==> config.mk <==
export PLATFORM = sky130hd
export DESIGN_NAME = peripheral_bus
export DESIGN_NICKNAME = d
export VERILOG_FILES = /design/src/rtl/peripheral_bus.sv
export SDC_FILE = /design/constraint.sdc
export NUM_CORES = 1
export LEC_CHECK = 0
export BUFFER_PORTS_ARGS = -buffer_cell sky130_fd_sc_hd__buf_2
export CAP_MARGIN = 30
export CORE_MARGIN = 2
export CORE_UTILIZATION = 60
export DETAILED_ROUTE_END_ITERATION = 8
export HOLD_SLACK_MARGIN = 0.12
export PLACE_DENSITY = 0.86
export SKIP_CTS_REPAIR_TIMING = 1
export SLEW_MARGIN = 20
export SYNTH_ARGS = -nofsm -noshare
export SYNTH_HDL_FRONTEND = slang
export SYNTH_SLANG_ARGS = --single-unit
==> constraint.sdc <==
create_clock -name clk -period 5.5 [get_ports clk]
set_input_delay 0.825 -clock clk [delete_from_list [all_inputs] [get_ports clk]]
set_output_delay 0.825 -clock clk [all_outputs]
set_load 0.01 [all_outputs]
==> src/rtl/peripheral_bus.sv <==
// Memory-mapped timer / LED / systick responder on the CPU data-memory port.
// Reads are combinational; writes commit at the posedge where MemWrite && hit.
module peripheral_bus #(
   parameter logic [31:0] BASE_ADDR = 32'h40000000,
   parameter int          LED_WIDTH = 8
) (
   input  logic                 clk,
   input  logic                 reset,
   input  logic                 MemRead,
   input  logic                 MemWrite,
   input  logic [31:0]          address,
   input  logic [31:0]          write_data,
   output logic [31:0]          read_data,
   output logic                 hit,
   output logic                 irq,
   output logic [LED_WIDTH-1:0] leds
);

   localparam logic [2:0] REG_TH   = 3'd0;
   localparam logic [2:0] REG_TL   = 3'd1;
   localparam logic [2:0] REG_TCON = 3'd2;
   localparam logic [2:0] REG_LED  = 3'd3;
   localparam logic [2:0] REG_TICK = 3'd5;

   logic [31:0]          th_q, th_d;
   logic [31:0]          tl_q, tl_d;
   logic [2:0]           tcon_q, tcon_d;
   logic [LED_WIDTH-1:0] led_q, led_d;
   logic [31:0]          systick_q, systick_d;

   logic [29:0] widx;
   logic [2:0]  sel;
   logic        wr;
   logic        ovf;
   logic        irq_set;
   logic        unused_addr_lsb;

   // Word index relative to the window; addresses below BASE wrap to large values and miss.
   assign widx            = address[31:2] - BASE_ADDR[31:2];
   assign hit             = (widx <= 30'd5);
   assign sel             = widx[2:0];
   assign wr              = MemWrite && hit;
   assign unused_addr_lsb = ^address[1:0];

   assign ovf     = tcon_q[0] && (tl_q == 32'hFFFF_FFFF);
   assign irq_set = ovf && tcon_q[1];

   always_comb begin
      read_data = 32'h0;
      if (MemRead && hit) begin
         case (sel)
            REG_TH:   read_data = th_q;
            REG_TL:   read_data = tl_q;
            REG_TCON: read_data = {29'h0, tcon_q};
            REG_LED:  read_data = 32'(led_q);
            REG_TICK: read_data = systick_q;
            default:  read_data = 32'h0;
         endcase
      end
   end

   always_comb begin
      th_d      = th_q;
      tl_d      = tl_q;
      tcon_d    = {tcon_q[2] | irq_set, tcon_q[1:0]};
      led_d     = led_q;
      systick_d = systick_q + 32'd1;

      if (tcon_q[0]) begin
         tl_d = ovf ? th_q : tl_q + 32'd1;
      end

      // CPU writes override hardware updates, except a pending irq set is never dropped.
      if (wr) begin
         case (sel)
            REG_TH:   th_d   = write_data;
            REG_TL:   tl_d   = write_data;
            REG_TCON: tcon_d = {write_data[2] | irq_set, write_data[1:0]};
            REG_LED:  led_d  = write_data[LED_WIDTH-1:0];
            default:  ;
         endcase
      end
   end

   always_ff @(posedge clk or posedge reset) begin
      if (reset) begin
         th_q      <= 32'h0;
         tl_q      <= 32'h0;
         tcon_q    <= 3'h0;
         led_q     <= '0;
         systick_q <= 32'h0;
      end else begin
         th_q      <= th_d;
         tl_q      <= tl_d;
         tcon_q    <= tcon_d;
         led_q     <= led_d;
         systick_q <= systick_d;
      end
   end

   assign irq  = tcon_q[2];
   assign leds = led_q;

endmodule
==> results of run 1 <==
-- logic make-up (layout without fill, tap and decap cells) --
| family | Yosys count | in the layout | share of synthesized area [%] |
|---|---|---|---|
| fa+ha+maj | 2 | 2 | 0.377 |
| simple gates | 264 | 264 | 20.4 |
| xor+xnor | 41 | 41 | 5.41 |
| buf+inv | 58 | 148 | 5.06 |
| mux | 84 | 84 | 15.2 |
| flops | 107 | 107 | 40.4 |
| compound gates | 135 | 135 | 13.2 |
-- through the flow --
stage               instance area [um^2]  utilization (%)  cells
finish                              7370             68.3    921
CTS                                 7340             68.0    919
global placement                    7120             66.0    901
detailed placement                  7150             66.3    903
global route                        7370             68.3    921
floorplan                           6630                -    691
-- final cells by class --
| type | count | area, um^2 |
|---|---|---|
| Clock buffer | 13 | 159 |
| Clock inverter | 3 | 22.5 |
| Sequential cell | 107 | 2680 |
| Fill cell | 850 | 3420 |
| Multi-Input combinational cell | 526 | 3620 |
| Timing Repair Buffer | 119 | 662 |
| Tap cell | 140 | 175 |
| Inverter | 13 | 51.3 |
-- flip-flops by register name (all words and copies together) (netlist names) --
name	flops
systick_q	32
th_q	32
tl_q	32
leds	8
tcon_q	3
-- worst max-delay path by stage --
| stage | startpoint | end | slack (ns) |
|---|---|---|---|
| after floorplan | reset | leds[0] | 1.86 |
| after global placement | address[2] | read_data[10] | 1.56 |
| after detailed placement | address[2] | read_data[31] | 1.92 |
| after CTS | address[2] | read_data[31] | 1.92 |
| after global routing | address[25] | read_data[31] | 1.89 |
| final | address[4] | read_data[1] | 2.06 |
-- worst register-to-register path, cell delays in order, from the launching register on --
cell	delay [ns]
dfrtp_1	0.50
nand4_1	0.34
nor4_4	0.62
and3_1	0.80
buf_4	0.39
mux2i_1	0.23
a31oi_1	0.09
-- placed cells by master (no fill, tap or decap), drive strengths merged, types with 4 or more instances in the layout --
cell type  synthesis  routed
a21oi             52      52
and4              12      12
nor3               8       8
inv               12      12
and2               5       5
nand3             33      33
mux2i             40      40
a31oi              5       5
buf               23     119
a221oi            11      11
nor4              13      13
nand4             22      22
and3              16      16
dfrtp            107     107
nor2b              8       8
mux2              44      44
nor2              86      86
clkinv             1       4
nand2             50      50
xor2              11      11
xnor2             30      30
a21boi             6       6
o21ai             24      24
o31a               5       5
o31ai              8       8
clkbuf            22      13
a221o              5       5
-- per-layer routing --
layer | up-vias | wire length [um] | part of all wire (%)
met5 | - | 0 | 0
met4 | 0 | 401 | 2.2
met3 | 41 | 1690 | 9.2
met2 | 348 | 8770 | 48
met1 | 2886 | 7430 | 41
li1 | 2671 | - | -
-- power by group through the flow --
stage / Sequential, W / Combinational, W / Clock [W]
CTS: 0.000786 / 0.0000913 / 0.000471
global route: 0.000786 / 0.000104 / 0.000501
global placement: 0.000802 / 0.0000884 / 0
detailed placement: 0.000802 / 0.0000909 / 0
floorplan: 0.000802 / 0.0000481 / 0
finish: 0.000786 / 0.0000946 / 0.000468
==> flow_summary_export.csv, run 1 <==
group,metric,value,unit
sta,totalNegativeSetupSlack,0,ns
power_and_ir_drop,p_clk_share,34.7,%
sta,slew-limit-headroom,37.5,%
placed_design,hpwl,12.9,mm
drt,post-route-drc-count,0,
worst_setup_path,r2r_end,"tl_q[3]",
sta,period_share,62.5,%
power_and_ir_drop,p_sw,0.000336,W
cts,numCtsBuffers,9,
global_route,use_met3,7.17,%
synth,netlist_top_cells_area,"dfrtp_1, mux2_4, mux2i_1",
global_route,grt_pass1_wl,29.7,mm
synth,yosysMostFrequentCell,"dfrtp_1",
power_and_ir_drop,power_leakage,3.47,nW
global_route,grt-ovfl-total,0,
synth,yosys.area.top_type_share,40.4,%
floorplan,start_util,61.5,%
floorplan,std_cell_rows,38,
power_and_ir_drop,comb_power_share,7.0,%
floorplan,core_area,0.0108,mm^2
floorplan,die_w,109,um
cts,cts.sinks,107,
drt,postRouteAntennaNets,0,
worst_setup_path,startpoint_type,"input port",
synth,yosysSeqAreaShare,40.4,%
sta,rsz0062_at_grt,"no",
sta,whs,0.433,ns
worst_setup_path,reg2regPathDepth,6,
cts,cts_tree,"yes",
sta,setup_violations,0,
finish,nets,846,
worst_setup_path,crit_path_end_kind,"primary output",
power_and_ir_drop,swShare,24.9,%
sta,setup_slack,2.06,ns
global_route,grt_pass1_vias,5999,
hold_path,worstHoldPathType,"input port to asynchronous set/reset pin",
worst_setup_path,critPathBufInv,3,
worst_setup_path,crit_family,"buffers and inverters",
power_and_ir_drop,pwr_density_cell,183,mW/mm^2
worst_setup_path,crit_arrival,2.61,ns
cts,cts_max_level,3,
global_route,grt_use_total,32.3,%
synth,syn_avg_cell_area,9.60,um^2
sta,fin_skew,0.0136,ns
synth,postSynthCellCount,691,
worst_setup_path,worstPathCellList,"buf_2, buf_4, nor2b_1, nand2_1, o21ai_0, a22oi_1, nor2_1, buf_2",
drt,wl_per_cell,19.9,um
synth,synth-edff-count,0,
synth,async_flop_share,100,%
placed_design,place_ws,1.92,ns
worst_setup_path,critPathMaxFanout,23,
run,drv_cap,0,
drt,vias_per_cell,6.46,
worst_setup_path,path_depth,8,
sta,worst_pin_slew,0.930,ns
power_and_ir_drop,power.total,0.00135,W
drt,vias,5946,
power_and_ir_drop,internal_power,0.00101,W
sta,drv_slew,0,
global_route,grt_max_degree,74,
drt,wl,18.3,mm
worst_setup_path,regToRegSetupSlack,2.40,ns
synth,synth_area,0.00663,mm^2
synth,synthesis.nets,761,
finish,num_antenna_cells,0,
global_route,grt.busiest_layer,"met2",
drt,drtPass1Iterations,5,
floorplan,fp.dieH,109,um
sta,period_needed,3.44,ns
power_and_ir_drop,p_seq_share,58.3,%
power_and_ir_drop,irDropWorstVdd,0.000212,V
synth,yosysTopAreaCell,"dfrtp_1",
cts,clk_pin_slew_worst_paths,0.11,ns
global_route,grt_antenna_before_repair,0,
synth,ys.flop_type,"dfrtp_1",
synth,synth_cell_type_count,60,
worst_setup_path,slowest_stage,"buf_2",
cts,clockBufferDepth,2,
floorplan,io_pins,110,
synth,ys_ff_latch,107,
sta,fmax,0.291,GHz
sta,hold_violations,0,
synth,synth_commonest_cells,"dfrtp_1, nor2_1, a21oi_1, nand2_1, mux2i_1",
drt,drtIter0Drc,608,
worst_setup_path,worstReg2RegStart,"tl_q[16]",
synth,yosys_warnings,0,
global_route,grt_use_met2,53.4,%
worst_setup_path,critPathMaxStageDelay,0.46,ns
cts,clock-root-buffer,"clkbuf_8",
cts,insertion_delay,0.40,ns
placed_design,routabilityCongestion,0.909,
finish,drive_gt1_share,24.6,%
worst_setup_path,critical_path_class,"input port to primary output",
placed_design,placement.io_buffers,107,
floorplan,die_area,0.0119,mm^2
finish,syn2layout_area_growth,11.1,%
worst_setup_path,critPathMostFrequentCell,"buf_2",
worst_setup_path,critical_path_required,4.68,ns
global_route,met1_usage,42.4,%
status,status,"completed",
No activity file was read; power rests on OpenSTA's default activity.
==> inputs of run 2 (changes only) <==
--- a/config.mk
+++ b/config.mk
@@ -8,10 +8,10 @@
 export BUFFER_PORTS_ARGS = -buffer_cell sky130_fd_sc_hd__buf_2
 export CAP_MARGIN = 30
 export CORE_MARGIN = 2
-export CORE_UTILIZATION = 60
+export CORE_UTILIZATION = 52
 export DETAILED_ROUTE_END_ITERATION = 8
 export HOLD_SLACK_MARGIN = 0.12
-export PLACE_DENSITY = 0.86
+export PLACE_DENSITY = 0.79
 export SKIP_CTS_REPAIR_TIMING = 1
 export SLEW_MARGIN = 20
 export SYNTH_ARGS = -nofsm -noshare
==> constraint.sdc (replaced) <==
create_clock -name clk -period 3 [get_ports clk]
set_input_delay 0.45 -clock clk [delete_from_list [all_inputs] [get_ports clk]]
set_output_delay 0.45 -clock clk [all_outputs]
set_load 0.01 [all_outputs]
==> run 2 against run 1 <==
  * Register-to-register slack worse by 1.8 ns
  * Critical endpoint is now read_data[13]
  * Critical path type unchanged
  * Die area rose by 15%
  * Count of clock-buffer cells in the layout unchanged
  * Largest power group unchanged
  * Total power is 120% higher
  * Sequential power rose by 83%
  * Clock power increased to 2.9 times the previous value
==> flow_summary_export.csv, run 2 (same netlist as run 1, synthesis figures left out) <==
group,metric,value,unit
status,status,"completed",
finish,reg_top3,"systick_q: 32 flops, th_q: 32 flops, tl_q: 32 flops",
floorplan,die_w,117,um
finish,seq_area,0.00268,mm^2
drt,drtPass1Iterations,8,
floorplan,core_area,0.0125,mm^2
worst_setup_path,crit_family,"simple AND/OR/NAND/NOR gates",
worst_setup_path,critPathBufInv,3,
worst_setup_path,r2r_end,"tl_q[6]",
floorplan,fp.dieH,117,um
worst_setup_path,critPathMostFrequentCell,"buf_2",
worst_setup_path,crit_path_end_kind,"primary output",
worst_setup_path,critPathMaxStageDelay,0.32,ns
finish,drive_gt1_share,25.6,%
worst_setup_path,worstReg2RegStart,"tl_q[3]",
global_route,grt_use_total,28.0,%
floorplan,io_pins,110,
sta,worst_pin_slew,0.705,ns
sta,slew-limit-headroom,52.6,%
finish,final_util,60.9,%
global_route,grt_pass1_wl,29.4,mm
worst_setup_path,worstPathCellList,"buf_2, nor4_1, and4_2, and2_1, nand3_1, buf_4, nor2_1, buf_2",
worst_setup_path,reg2regPathDepth,7,
power_and_ir_drop,irDropWorstVdd,0.000327,V
worst_setup_path,critPathMaxFanout,24,
worst_setup_path,startpoint_type,"input port",
global_route,grt_antenna_before_repair,0,
worst_setup_path,crit_arrival,2.01,ns
sta,setup_violations,0,
cts,clk_pin_slew_worst_paths,0.07,ns
finish,num_antenna_cells,0,
sta,period_needed,2.46,ns
cts,numCtsBuffers,9,
placed_design,placement.io_buffers,107,
drt,vias_per_cell,6.12,
finish,syn2layout_area_growth,15.0,%
sta,fin_skew,0.0153,ns
cts,clockBufferDepth,2,
finish,final_cell_mix,"buf_2, dfrtp_1, nor2_1",
floorplan,start_util,53.0,%
sta,period_share,82.1,%
sta,rsz0062_at_grt,"no",
worst_setup_path,critical_path_class,"input port to primary output",
drt,post-route-drc-count,0,
power_and_ir_drop,power_leakage,3.57,nW
sta,hold_violations,0,
sta,fmax,0.406,GHz
cts,cts_max_level,3,
drt,wl,18.5,mm
cts,cts.sinks,107,
drt,postRouteAntennaNets,0,
finish,nets,855,
run,drv_cap,0,
drt,vias,5884,
worst_setup_path,critical_path_required,2.55,ns
cts,insertion_delay,0.37,ns
worst_setup_path,regToRegSetupSlack,0.62,ns
finish,multi_input_area,0.00362,mm^2
global_route,grt-ovfl-total,0,
placed_design,hpwl,13.1,mm
global_route,grt_max_degree,54,
drt,wl_per_cell,19.2,um
sta,drv_slew,0,
placed_design,routabilityCongestion,0.878,
hold_path,worstHoldPathType,"input port to asynchronous set/reset pin",
sta,totalNegativeSetupSlack,0,ns
floorplan,std_cell_rows,41,
floorplan,die_area,0.0137,mm^2
cts,cts_tree,"yes",
worst_setup_path,slowest_stage,"and4_2",
drt,drtIter0Drc,563,
cts,clock-root-buffer,"clkbuf_16",
global_route,grt_pass1_vias,5803,
finish,n_fill_cell,1110,
power_and_ir_drop,pwr_density_cell,388,mW/mm^2
run 2: worst max-delay path by stage:
stage,end,cells after the start,slack [ns],startpoint
after floorplan,read_data[11],6,0.83,address[7]
final,read_data[13],8,0.54,address[11]
after global placement,th_q[10],7,0.54,address[11]
after detailed placement,th_q[22],7,0.46,address[5]
after global routing,read_data[17],8,0.41,address[23]
after CTS,read_data[26],8,0.54,address[5]
run 2: cell type report:
| cell class | instances | area share [%] |
|---|---|---|
| Sequential cell | 107 | 35.1 |
| Inverter | 13 | 0.689 |
| Clock inverter | 3 | 0.902 |
| Tap cell | 172 | 2.82 |
| Timing Repair Buffer | 128 | 9.42 |
| Multi-Input combinational cell | 526 | 47.5 |
| Clock buffer | 13 | 3.54 |
run 2: power breakdown:
part,switching (W),leakage (nW),internal (W)
clock,0.000542,0.166,0.000802
sequential,0.000000000576,1.35,0.00144
combinational,0.000107,2.06,0.0000661
run 2: stage by stage:
step | cell area [um^2] | std cells | worst slack, ns | power (W) | hold WS, ns
final | 7630 | 962 | 0.537 | 0.00296 | 0.118
after global routing | 7630 | 962 | 0.411 | 0.00305 | 0.131
after floorplan | 6640 | 691 | 0.834 | 0.00156 | 0.441
after detailed placement | 7290 | 946 | 0.460 | 0.00164 | 0.468
after global placement | 7290 | 946 | 0.537 | 0.00164 | 0.459
after CTS | 7630 | 962 | 0.537 | 0.00297 | 0.124
run 2: layer usage:
metal	wire (um)	global-route usage, %	share of wire [%]	vias up
li1	-	-	-	2695
met1	7940	37.3	43	2887
met2	8930	45.6	48	270
met3	1330	6.90	7.2	32
met4	288	8.16	1.6	0
met5	0	0	0	-
